===== src/rtl/uart_line_echo_if.sv =====
// UART FIFO-side bundle for the line echo stage: RX pop, TX push and line status.
// master = echo stage, slave = UART FIFO pair / observer.
interface uart_line_echo_if #(
   parameter int ADDR_W = 4
);
   logic             rx_empty;
   logic [7:0]       r_data;
   logic             rd_uart;
   logic             tx_full;
   logic [7:0]       w_data;
   logic             wr_uart;
   logic [ADDR_W:0]  line_len;
   logic             busy;
   logic             overflow;

   modport master (
      input  rx_empty, r_data, tx_full,
      output rd_uart, w_data, wr_uart, line_len, busy, overflow
   );

   modport slave (
      output rx_empty, r_data, tx_full,
      input  rd_uart, w_data, wr_uart, line_len, busy, overflow
   );
endinterface


===== src/rtl/uart_line_echo.sv =====
// Line-buffered UART echo with backspace editing; pops/pushes combinationally gated by FIFO flags,
// state updates at the next edge, one byte per cycle, tx_full stalls SEND/SEND_CR/SEND_LF in place.
module uart_line_echo #(
   parameter int DEPTH  = 16,
   parameter int ADDR_W = 4
) (
   input  logic             clk,
   input  logic             reset,
   uart_line_echo_if.master u
);
   typedef enum logic [1:0] {
      S_COLLECT,
      S_SEND,
      S_SEND_CR,
      S_SEND_LF
   } state_t;

   localparam logic [ADDR_W:0]   LEN_FULL = (ADDR_W+1)'(DEPTH);
   localparam logic [ADDR_W:0]   LEN_ONE  = (ADDR_W+1)'(1);
   localparam logic [ADDR_W-1:0] PTR_ONE  = ADDR_W'(1);

   state_t            r_state;
   logic [ADDR_W:0]   r_len;
   logic [ADDR_W-1:0] r_ptr;
   logic              r_ovf;
   logic [7:0]        r_buf [DEPTH];

   logic              w_rd;
   logic              w_wr;
   logic [7:0]        w_tx_byte;
   logic              w_last;

   assign w_rd   = (r_state == S_COLLECT) && !u.rx_empty;
   assign w_wr   = (r_state != S_COLLECT) && !u.tx_full;
   // rd_ptr stops at the last byte instead of stepping past it, so it stays within DEPTH-1
   assign w_last = ({1'b0, r_ptr} == (r_len - LEN_ONE));

   always_comb begin
      w_tx_byte = 8'h00;
      case (r_state)
         S_SEND:    w_tx_byte = r_buf[r_ptr];
         S_SEND_CR: w_tx_byte = 8'h0D;
         S_SEND_LF: w_tx_byte = 8'h0A;
         default:   w_tx_byte = 8'h00;
      endcase
   end

   always_ff @(posedge clk or posedge reset) begin
      if (reset) begin
         r_state <= S_COLLECT;
         r_len   <= '0;
         r_ptr   <= '0;
         r_ovf   <= 1'b0;
         for (int i = 0; i < DEPTH; i++) r_buf[i] <= 8'h00;
      end else begin
         case (r_state)
            S_COLLECT: begin
               if (w_rd) begin
                  case (u.r_data)
                     8'h0D: begin
                        if (r_len == '0) begin
                           r_state <= S_SEND_CR;
                        end else begin
                           r_ptr   <= '0;
                           r_state <= S_SEND;
                        end
                     end
                     8'h0A: ;
                     8'h08, 8'h7F: begin
                        if (r_len != '0) r_len <= r_len - LEN_ONE;
                     end
                     default: begin
                        if (r_len < LEN_FULL) begin
                           r_buf[r_len[ADDR_W-1:0]] <= u.r_data;
                           r_len <= r_len + LEN_ONE;
                        end else begin
                           r_ovf <= 1'b1;
                        end
                     end
                  endcase
               end
            end
            S_SEND: begin
               if (w_wr) begin
                  if (w_last) r_state <= S_SEND_CR;
                  else        r_ptr   <= r_ptr + PTR_ONE;
               end
            end
            S_SEND_CR: begin
               if (w_wr) r_state <= S_SEND_LF;
            end
            S_SEND_LF: begin
               if (w_wr) begin
                  r_len   <= '0;
                  r_ovf   <= 1'b0;
                  r_state <= S_COLLECT;
               end
            end
            default: r_state <= S_COLLECT;
         endcase
      end
   end

   assign u.rd_uart  = w_rd;
   assign u.wr_uart  = w_wr;
   assign u.w_data   = w_wr ? w_tx_byte : 8'h00;
   assign u.line_len = r_len;
   assign u.busy     = (r_state != S_COLLECT);
   assign u.overflow = r_ovf;
endmodule


===== src/flat_wrapper.sv =====
// flat-port wrapper written by rule: the top's interface ports become plain ports
module uart_line_echo_flat 
#(
   parameter int DEPTH  = 16,
   parameter int ADDR_W = 4
)
  (clk, reset, u_rx_empty, u_r_data, u_tx_full, u_rd_uart, u_w_data, u_wr_uart, u_line_len, u_busy, u_overflow);
  uart_line_echo_if #(.ADDR_W(ADDR_W)) u_i ();
  input  logic clk;
  input  logic reset;
  input wire logic [$bits(u_i.rx_empty)-1:0] u_rx_empty;
  input wire logic [$bits(u_i.r_data)-1:0] u_r_data;
  input wire logic [$bits(u_i.tx_full)-1:0] u_tx_full;
  output wire logic [$bits(u_i.rd_uart)-1:0] u_rd_uart;
  output wire logic [$bits(u_i.w_data)-1:0] u_w_data;
  output wire logic [$bits(u_i.wr_uart)-1:0] u_wr_uart;
  output wire logic [$bits(u_i.line_len)-1:0] u_line_len;
  output wire logic [$bits(u_i.busy)-1:0] u_busy;
  output wire logic [$bits(u_i.overflow)-1:0] u_overflow;
  assign u_i.rx_empty = u_rx_empty;
  assign u_i.r_data = u_r_data;
  assign u_i.tx_full = u_tx_full;
  assign u_rd_uart = u_i.rd_uart;
  assign u_w_data = u_i.w_data;
  assign u_wr_uart = u_i.wr_uart;
  assign u_line_len = u_i.line_len;
  assign u_busy = u_i.busy;
  assign u_overflow = u_i.overflow;
  uart_line_echo #(.DEPTH(DEPTH), .ADDR_W(ADDR_W)) u_core (.clk(clk), .reset(reset), .u(u_i));
endmodule

===== config.mk =====
export PLATFORM = sky130hd
export DESIGN_NAME = uart_line_echo_flat
export DESIGN_NICKNAME = d
export VERILOG_FILES = /design/src/rtl/uart_line_echo_if.sv /design/src/rtl/uart_line_echo.sv /design/src/flat_wrapper.sv
export SDC_FILE = /design/constraint.sdc
export NUM_CORES = 1
export LEC_CHECK = 0
export ABC_AREA = 0
export BUFFER_PORTS_ARGS = -buffer_cell sky130_fd_sc_hd__buf_2
export CAP_MARGIN = 20
export CORE_ASPECT_RATIO = 0.5
export CORE_MARGIN = 2
export CORE_UTILIZATION = 47
export DETAILED_ROUTE_END_ITERATION = 7
export GPL_ROUTABILITY_DRIVEN = 0
export HOLD_SLACK_MARGIN = 0.05
export MAX_ROUTING_LAYER = met4
export PLACE_DENSITY = 0.74
export SLEW_MARGIN = 10
export SYNTH_ARGS = -nofsm -noshare
export SYNTH_HDL_FRONTEND = slang
export SYNTH_SLANG_ARGS = --single-unit

===== constraint.sdc =====
create_clock -name clk -period 5.35 [get_ports clk]
set_input_delay 0.2675 -clock clk [delete_from_list [all_inputs] [get_ports clk]]
set_output_delay 0.2675 -clock clk [all_outputs]
set_load 0.02 [all_outputs]

==> metrics.log <==
INFO  metric outcome = completed
INFO  metric postRouteAntennaNets = 0
INFO  metric clk_pin_slew_worst_paths = 0.06 ns
INFO  metric filler_cell_count = 1185
INFO  metric sequential_cell_area = 3500 um^2
INFO  metric setup_total_negative_slack = 0 ns
INFO  metric worst_path_largest_cell_delay = 0.77 ns
INFO  metric drc_errors = 0
INFO  metric max_cap_viol_count = 0
INFO  metric drtIter0Drc = 319
INFO  metric finalNetCount = 531
INFO  metric critical_path.slowest_cell = dfrtp_2
INFO  metric syn_inst = 496
INFO  metric grt_start_max_net_pins = 105
INFO  metric initial_utilization = 48.0%
INFO  metric wl_met1 = 7560 um
INFO  metric min_period_over_period = 62.3%
INFO  metric achievable-frequency = 300 MHz
INFO  metric critPathLaunchType = flip-flop
INFO  metric crit_path_end_kind = output pin
INFO  metric via_count = 4289
INFO  metric postCtsSetupBuffers = 0
INFO  metric p_leak = 3.66 nW
INFO  metric synth_edf_count = 0
INFO  metric multiInputGateArea = 3250 um^2
INFO  metric detailedRoute.firstPassIterationCount = 5
INFO  metric ys.warnings.count = 0
INFO  metric grt.overflow.total = 0
INFO  metric clock_latency = 0.41 ns
INFO  metric grt_pass1_vias = 4501
INFO  metric synth_cell_type_count = 54
INFO  metric timing.final.max_slew_violations = 0
INFO  metric coreArea = 14500 um^2
INFO  metric yosys_register_bits = 140
INFO  metric synth-main-ff-cell = dfrtp_1
INFO  metric die_h = 90.0 um
INFO  metric die-width = 176 um
INFO  metric post_layout_nonfiller_instances = 718
INFO  metric detail_route.wirelength = 16400 um
INFO  metric synth_seq_area_share = 50.4%
INFO  metric numPortBuffers = 28
INFO  metric async_reset_ff_share = 100%
INFO  metric wire_length_of_the_first_global_routing_pass = 26200 um
INFO  metric finalSetupViolCount = 0
INFO  metric areaGrowthSynthToFinish = 12.1%
INFO  metric critPathRequiredTime = 5.08 ns
INFO  metric cts_repair_resize_count = 0
INFO  metric mostFrequentLayoutCell = dfrtp_1
INFO  metric cts.htree.levels = 4
INFO  metric worst_hold_path_type = in2async
INFO  metric met2WireLength = 7520 um
INFO  metric fp-row-count = 31
INFO  metric synth_area_per_cell = 14.0 um^2
INFO  metric cts_hold_repair.buffers = 0
INFO  metric crit_path_frequent_cell = mux4_2
INFO  metric placedCellCount = 688
INFO  metric clock-root-buffer = clkbuf_16
INFO  metric layout-drive-gt1-share = 45.6%
INFO  metric io_pins = 29
INFO  metric path_max_fanout = 20
INFO  metric timing.max_slew.rel_slack = 31.2%
INFO  metric die_area = 15800 um^2
INFO  metric clock_tree_buffer_depth = 2
INFO  metric antenna_found_initial = 0
INFO  metric synth_fp_nets = 518
INFO  metric total_grt_usage = 23.1%
INFO  metric power.density_cell_area = 523 nW/um^2
INFO  metric cts_sinks = 140
INFO  metric layout_common_cells = 139 x dfrtp_1, 130 x mux2_2, 37 x mux4_2, 28 x buf_2, 25 x nand2_1
INFO  metric wl_met3 = 1040 um
INFO  metric crit_chain = buf_4, mux4_2, mux4_2, and2_1, buf_2
INFO  metric insertedDiodeCount = 0
INFO  metric max_slew.worst_pin.slew = 1.03 ns
INFO  metric tritoncts = yes
INFO  metric fin_total_pwr = 4.07 mW
INFO  metric ir_worst_vdd = 240 uV
INFO  metric top_layer = met4
INFO  metric dpl.hpwl = 10300 um
INFO  metric syn-cell-area = 6950 um^2
INFO  metric grt_setup_unrepaired = no
INFO  metric cts-buffers-inserted = 17
INFO  metric finalClockSkew = 0.0107 ns
INFO  metric final_core_util = 53.8%
INFO  metric route.detailed.vias_per_inst = 5.97
INFO  metric report.final.hold_viol_count = 0
INFO  metric critPathKind = reg2out
INFO  metric finalCriticalPeriod = 3.33 ns
INFO  metric routed_wire_length_per_instance = 22.9 um
INFO  metric worst-endpoint-arrival = 3.07 ns
==> layer usage <==
layer	up-vias	global-route usage, %
li1	1869	-
met1	2261	32.0
met2	132	34.1
met3	27	5.75
met4	0	6.75
met5	-	-
==> state kept, by name, indices dropped and copies added (netlist names) <==
name and cells:
u_core.r_buf 128, u_core.u.line_len 5, u_core.r_ptr 4, u_core.r_state 2
u_core.u.overflow 1
==> final timing paths <==
kind | startpoint | to | depth (start not counted) | slack, ns
min in group clk | u_tx_full | u_core.u.overflow | 3 | 0.25
setup / recovery | u_core.r_ptr[0] | u_w_data[6] | 5 | 2.02
max in group asynchronous | reset | u_core.r_ptr[0] | 3 | 4.18
hold / removal | reset | u_core.r_buf[70] | 2 | 0.05
setup reg to reg | u_core.r_state[0] | u_core.r_buf[8] | 7 | 2.43
hold reg to reg | u_core.r_buf[105] | u_core.r_buf[105] | 1 | 0.50
==> cell type report <==
cell class / instances / share of cell area (%)
Clock buffer: 20 / 5.87
Tap cell: 198 / 3.18
Multi-Input combinational cell: 308 / 41.7
Clock inverter: 10 / 1.50
Timing Repair Buffer: 31 / 2.09
Inverter: 11 / 0.595
Sequential cell: 140 / 45.0
==> through the flow <==
stage	hold WS [ns]	area (um^2)	setup slack, ns
after detailed placement	0.488	7210	2.37
after global routing	0.144	7780	1.81
after global placement	0.482	7210	2.42
after floorplan	0.474	6950	1.33
after CTS	0.118	7780	1.93
final	0.0456	7780	2.02
==> synth_stat cells, types with 3 or more instances <==
master / count / area, um^2
o21ai_0: 5 / 25.0
and2_1: 9 / 56.3
nor2_1: 8 / 30.0
nand2b_1: 4 / 25.0
clkbuf_1: 30 / 113
buf_2: 5 / 25.0
nand3_1: 13 / 65.1
inv_1: 11 / 41.3
a21o_1: 4 / 30.0
ha_1: 10 / 125
a22oi_1: 3 / 22.5
mux2i_1: 4 / 40.0
xor2_1: 3 / 26.3
dfrtp_1: 140 / 3500
xnor2_1: 3 / 26.3
nor2b_1: 4 / 25.0
nand2_1: 25 / 93.8
and3_1: 3 / 18.8
mux2_2: 130 / 1460
mux4_2: 37 / 833
nor3_1: 3 / 15.0
==> report_power, final <==
group / leakage, nW / switching, mW / total (mW) / internal, mW
logic: 1.50 / 0.560 / 1.25 / 0.693
clock network: 0.278 / 0.447 / 1.15 / 0.706
registers: 1.88 / 0.298 / 1.67 / 1.37
==> cells by family (layout without fill, tap and decap cells) <==
| logic type | Yosys count | count (layout) | share of synthesized area [%] |
|---|---|---|---|
| AOI/OAI and AO/OA | 37 | 37 | 4.07 |
| xor gates and xnor gates | 6 | 6 | 0.757 |
| adders and majority gates | 10 | 10 | 1.80 |
| buffers and inverters | 48 | 72 | 2.79 |
| DFF | 140 | 140 | 50.4 |
| muxes | 171 | 171 | 33.7 |
| and+or+nand+nor | 84 | 84 | 6.49 |
==> worst max-delay path, delay by kind of cell, from the launching register on <==
family	cells	cell delay, ns
muxes	2	1.03
and+or+nand+nor	1	0.21
DFF	1	0.77
buffers and inverters	2	0.63
Power figures use the tool's default switching activity.
